--- config.mk ---
export PLATFORM = sky130hd
export DESIGN_NAME = uniform_pair_gen
export DESIGN_NICKNAME = d
export VERILOG_FILES = /design/src/rtl/uniform_pair_gen.sv
export SDC_FILE = /design/constraint.sdc
export NUM_CORES = 1
export LEC_CHECK = 0
export BUFFER_PORTS_ARGS = -buffer_cell sky130_fd_sc_hd__buf_2
export CORE_UTILIZATION = 25
export DETAILED_ROUTE_END_ITERATION = 8
export SKIP_CTS_REPAIR_TIMING = 1
export SYNTH_ARGS = -nofsm -noshare
export SYNTH_HDL_FRONTEND = slang
export SYNTH_SLANG_ARGS = --single-unit
--- constraint.sdc ---
create_clock -name clk -period 7.5 [get_ports clk]
set_input_delay 0 -clock clk [delete_from_list [all_inputs] [get_ports clk]]
set_output_delay 0 -clock clk [all_outputs]
set_load 0.005 [all_outputs]
--- src/rtl/uniform_pair_gen.sv ---
`default_nettype none
// ============================================================================
//  Module      : uniform_pair_gen
//  Description : Two xorshift64 generators feeding a 3-stage pipeline
//                (capture, leading-one detect, normalize/pack) that emits
//                pairs of IEEE-754 doubles uniform on the open interval (0,1).
//  Revision    : 1.0  initial release
// ============================================================================
module uniform_pair_gen #(
    parameter logic [63:0] SEED1 = 64'h0000_0000_0000_0001,
    parameter logic [63:0] SEED2 = 64'h9E37_79B9_7F4A_7C15,
    parameter logic [63:0] ZSUB  = 64'h9E37_79B9_7F4A_7C15
) (
    input  logic        clk,
    input  logic        rst,        // asynchronous, active-low
    input  logic        pushin,
    input  logic        seed_load,
    input  logic [63:0] seed1,
    input  logic [63:0] seed2,
    output logic        pushout,
    output logic [63:0] U1,
    output logic [63:0] U2
);

    // Exponent of a value whose leading one sits at bit 0 of r (r * 2^-53).
    localparam logic [10:0] c_exp_base = 11'd970;
    localparam logic [5:0]  c_top_bit  = 6'd52;

    // One xorshift64 step; each shift uses the result of the previous one.
    function automatic logic [63:0] xs_step(input logic [63:0] x);
        logic [63:0] t;
        t = x ^ (x << 13);
        t = t ^ (t >> 7);
        t = t ^ (t << 17);
        return t;
    endfunction

    // Top 53 bits of the stepped state, forced nonzero so ln() downstream stays finite.
    function automatic logic [52:0] to_r(input logic [63:0] x);
        logic [52:0] r;
        r = 53'(x >> 11);
        if (r == 53'd0) begin
            r = 53'd1;
        end
        return r;
    endfunction

    // Bit index of the most significant one (r is never zero here).
    function automatic logic [5:0] lod(input logic [52:0] r);
        logic [5:0] p;
        p = 6'd0;
        for (int i = 0; i < 53; i++) begin
            if (r[i]) begin
                p = 6'(i);
            end
        end
        return p;
    endfunction

    // Normalize: shifting the leading one up to bit 52 and truncating to 52
    // bits drops the hidden bit and leaves the fraction field.
    function automatic logic [63:0] pack(input logic [52:0] r, input logic [5:0] p);
        logic [10:0] e;
        logic [51:0] m;
        e = c_exp_base + {5'd0, p};
        m = 52'(r << (c_top_bit - p));
        return {1'b0, e, m};
    endfunction

    // Generator state
    logic [63:0] r_gen1_q, w_gen1_d;
    logic [63:0] r_gen2_q, w_gen2_d;
    logic [63:0] w_step1, w_step2;

    // Stage 1: captured 53-bit integers
    logic        r_s1_v_q,  w_s1_v_d;
    logic [52:0] r_s1_ra_q, w_s1_ra_d;
    logic [52:0] r_s1_rb_q, w_s1_rb_d;

    // Stage 2: integers plus leading-one positions
    logic        r_s2_v_q,  w_s2_v_d;
    logic [52:0] r_s2_ra_q, w_s2_ra_d;
    logic [52:0] r_s2_rb_q, w_s2_rb_d;
    logic [5:0]  r_s2_pa_q, w_s2_pa_d;
    logic [5:0]  r_s2_pb_q, w_s2_pb_d;

    // Stage 3: registered outputs
    logic        r_pushout_q, w_pushout_d;
    logic [63:0] r_u1_q,      w_u1_d;
    logic [63:0] r_u2_q,      w_u2_d;

    // Generator update and stage-1 capture; a seed load wins over a request.
    always_comb begin
        w_step1   = xs_step(r_gen1_q);
        w_step2   = xs_step(r_gen2_q);
        w_gen1_d  = r_gen1_q;
        w_gen2_d  = r_gen2_q;
        w_s1_v_d  = 1'b0;
        w_s1_ra_d = r_s1_ra_q;
        w_s1_rb_d = r_s1_rb_q;
        if (seed_load) begin
            w_gen1_d = (seed1 == 64'd0) ? ZSUB : seed1;
            w_gen2_d = (seed2 == 64'd0) ? ZSUB : seed2;
        end else if (pushin) begin
            w_gen1_d  = w_step1;
            w_gen2_d  = w_step2;
            w_s1_v_d  = 1'b1;
            w_s1_ra_d = to_r(w_step1);
            w_s1_rb_d = to_r(w_step2);
        end
    end

    // Stage 2: locate the leading one of each integer.
    always_comb begin
        w_s2_v_d  = r_s1_v_q;
        w_s2_ra_d = r_s2_ra_q;
        w_s2_rb_d = r_s2_rb_q;
        w_s2_pa_d = r_s2_pa_q;
        w_s2_pb_d = r_s2_pb_q;
        if (r_s1_v_q) begin
            w_s2_ra_d = r_s1_ra_q;
            w_s2_rb_d = r_s1_rb_q;
            w_s2_pa_d = lod(r_s1_ra_q);
            w_s2_pb_d = lod(r_s1_rb_q);
        end
    end

    // Stage 3: pack into doubles; outputs hold their last value on bubbles.
    always_comb begin
        w_pushout_d = r_s2_v_q;
        w_u1_d      = r_u1_q;
        w_u2_d      = r_u2_q;
        if (r_s2_v_q) begin
            w_u1_d = pack(r_s2_ra_q, r_s2_pa_q);
            w_u2_d = pack(r_s2_rb_q, r_s2_pb_q);
        end
    end

    // All state registers; reset discards every in-flight pair.
    always_ff @(posedge clk or negedge rst) begin
        if (!rst) begin
            r_gen1_q    <= SEED1;
            r_gen2_q    <= SEED2;
            r_s1_v_q    <= 1'b0;
            r_s1_ra_q   <= 53'd0;
            r_s1_rb_q   <= 53'd0;
            r_s2_v_q    <= 1'b0;
            r_s2_ra_q   <= 53'd0;
            r_s2_rb_q   <= 53'd0;
            r_s2_pa_q   <= 6'd0;
            r_s2_pb_q   <= 6'd0;
            r_pushout_q <= 1'b0;
            r_u1_q      <= 64'd0;
            r_u2_q      <= 64'd0;
        end else begin
            r_gen1_q    <= w_gen1_d;
            r_gen2_q    <= w_gen2_d;
            r_s1_v_q    <= w_s1_v_d;
            r_s1_ra_q   <= w_s1_ra_d;
            r_s1_rb_q   <= w_s1_rb_d;
            r_s2_v_q    <= w_s2_v_d;
            r_s2_ra_q   <= w_s2_ra_d;
            r_s2_rb_q   <= w_s2_rb_d;
            r_s2_pa_q   <= w_s2_pa_d;
            r_s2_pb_q   <= w_s2_pb_d;
            r_pushout_q <= w_pushout_d;
            r_u1_q      <= w_u1_d;
            r_u2_q      <= w_u2_d;
        end
    end

    assign pushout = r_pushout_q;
    assign U1      = r_u1_q;
    assign U2      = r_u2_q;

endmodule
`default_nettype wire

==> impl_metrics.py <==
metrics = {
    "clocking": {
        "cts.htree.levels": 2,
        "path_clk_slew_ps": 60,
        "clk_latency_ps": 640,
        "clk_path_buf_depth": 3,
        "cts_tree": "done",
        "numCtsBuffers": 56,
        "cts_root_buf": "clkbuf_16",
        "clock_sinks": 479,
    },
    "synth": {
        "syn_area_um2": 28800,
        "ys_ff_latch": 479,
        "yosysWarningCount": 0,
        "synth_edf_count": 0,
        "async_flop_share": 1.00,
        "syn_avg_cell_area_um2": 9.94,
        "synth-main-ff-cell": "dfrtp_1",
        "synth_seq_area_share": 0.418,
        "synth_cells": 2896,
        "synth_cell_types": 64,
    },
    "grt": {
        "grt_overflow": 0,
        "antenna_found_initial": 8,
        "grt_usage": 0.163,
        "grt_pass1_vias": 22111,
        "grt_max_degree": 176,
        "grt_pass1_wl_mm": 147,
    },
    "outcome": {
        "violations": "DRC, hold timing",
        "status": "finished, violations left",
    },
    "layout": {
        "final_common_cell": "dfrtp_1",
        "drive_gt1_frac": 0.201,
        "layout.nets": 3362,
        "synthToLayoutAreaGrowth_pct": 22.6,
        "design_area_um2": 35300,
        "fin_util": 0.309,
        "layout_common_cells": "dfrtp_1 (437), nand2_1 (363), xnor2_1 (276), buf_2 (255), o21ai_0 (252)",
    },
    "sta": {
        "fmax_ghz": 0.264,
        "finalCritPeriodShare": 0.504,
        "slew_headroom": 0.180,
        "rsz0062_at_grt": "no",
        "finalClockSkew_ps": 14.8,
        "hold_slack_ps": -12.2,
        "setup_tns_ps": 0,
        "slew_violations": 0,
        "setup_viol_count_final": 0,
        "finalHoldViolCount": 2,
        "fin_crit_ps": 3780,
        "tightestPinTransition_ps": 1230,
    },
    "route": {
        "avgViaCountPerCell": 5.02,
        "post_drt_wl_per_cell_um": 20.8,
        "drtIter0Drc": 2481,
        "vias": 24030,
        "drc_errors": 2,
        "antenna_left": 0,
        "drt-total-wl_mm": 99.6,
        "firstDrtPassIters": 7,
    },
    "floorplan": {
        "design.die.area_um2": 117000,
        "die_h_um": 341,
        "core_region_area_um2": 114000,
        "row_count": 124,
        "dieWidth_um": 341,
        "io-pin-count": 261,
        "initial_utilization": 0.252,
    },
    "critical_path": {
        "path_class": "register to register",
        "setup.worst_path.end_class": "register",
        "path_max_fanout": 66,
        "cp.required_ps": 8020,
        "start_kind": "register",
        "cp.arrival_ps": 4300,
    },
    "placed_design": {
        "io_buffer_count": 258,
        "placed_area_um2": 31600,
        "gp_congestion": 0.928,
        "dp_hpwl_mm": 73.7,
    },
    "job": {
        "maxCapViolCount": 0,
    },
    "min_path": {
        "hold_path.class": "input port to async pin",
    },
}
-- layer usage --
| layer | track usage | part of all wire | vias to the layer above | wire length, µm |
|---|---|---|---|---|
| met3 | 0.0298 | 0.061 | 147 | 6070 |
| met2 | 0.239 | 0.43 | 861 | 42900 |
| met1 | 0.244 | 0.48 | 11918 | 48200 |
| met5 | 0 | 0.00023 | - | 23 |
| met4 | 0.0426 | 0.024 | 4 | 2400 |
| li1 | - | - | 11100 | - |
-- per-stage QoR --
stage | setup slack, ps | std cells | hold slack, ps
2_1_floorplan | 4420 | 2897 | -296
3_3_place_gp | 3820 | 4501 | 109
5_1_grt | 3520 | 4786 | 62.0
6_report | 3720 | 4786 | -12.2
4_1_cts | 3800 | 4605 | -586
3_5_place_dp | 3800 | 4501 | 109
-- cells in the mapped netlist (4+ instances only) --
cell,number,share of area
and3_1,13,0.0028
inv_1,36,0.0047
o221ai_1,28,0.0085
buf_2,27,0.0047
a22oi_1,13,0.0034
nor2b_1,17,0.0037
a211oi_1,25,0.0065
nand2b_1,8,0.0017
o31ai_1,12,0.0031
xnor2_1,282,0.086
nand4_1,29,0.0063
o21bai_1,10,0.0026
nor2_1,167,0.022
o22a_1,79,0.024
nand2_1,363,0.047
mux2_2,149,0.058
or4_1,8,0.0021
buf_1,14,0.0018
mux2i_1,168,0.058
xor2_1,99,0.030
xnor2_2,7,0.0040
nor3_1,19,0.0033
ha_1,8,0.0035
a22o_1,15,0.0046
a2bb2oi_1,4,0.0012
a21oi_1,150,0.026
o22ai_1,6,0.0013
or3_1,8,0.0017
nand3_1,14,0.0024
dfrtp_1,440,0.38
o21ai_0,252,0.044
a2111oi_0,4,0.0012
clkbuf_1,150,0.020
dfstp_2,39,0.036
o41ai_1,4,0.0012
o21a_1,12,0.0031
mux4_2,57,0.045
o2bb2ai_1,47,0.014
nor4_1,50,0.011
a31oi_1,14,0.0030
-- cells by family after synthesis --
family                     share of synthesized area
AOI/OAI and AO/OA                              0.157
and+or+nand+nor                                0.106
DFF                                            0.418
xor gates and xnor gates                       0.121
muxes                                          0.161
buffers and inverters                         0.0328
adders and majority gates                    0.00348
other                                       0.000130
-- sequential cells by signal, summed over array words and instances (netlist names), 52 cells and up --
signal / count
r_s2_rb_q: 52
r_s1_ra_q: 53
r_s2_ra_q: 52
r_gen1_q: 64
U2: 63
r_s1_rb_q: 53
r_gen2_q: 64
U1: 63
-- critical path, cell delays in order, from the launching register on --
cell and delay (ps):
dfrtp_2 340, buf_4 650, o21ai_1 370, a21boi_0 690, xor2_1 230, nand2_1 960, nor2_1 130, a221o_1 300
-- area by class of cell --
class                   instances  area (µm²)
clock inverters                34         454
diodes                          6        15.0
multi-input cells            2183       15900
repair buffers                463        3310
flip-flops and latches        479       12000
fillers                     11919       78900
clock buffers                  70        1500
inverters                      39         148
well taps                    1512        1890
-- worst paths after layout --
path | startpoint | endpoint | slack (ps) | cells after the start
setup / recovery | r_s2_pa_q[0] | U1[47] | 3720 | 7
min in group clk | seed2[7] | r_gen2_q[7] | 140 | 4
setup reg to reg | r_s2_pa_q[0] | U1[47] | 3720 | 7
hold / removal | rst | U2[20] | -10 | 2
max in group asynchronous | rst | r_gen1_q[30] | 6020 | 3
hold reg to reg | U2[62] | U2[62] | 470 | 1
Power is not shown: default switching activity piles up to over one toggle a cycle in this logic, so the estimate is an artifact.
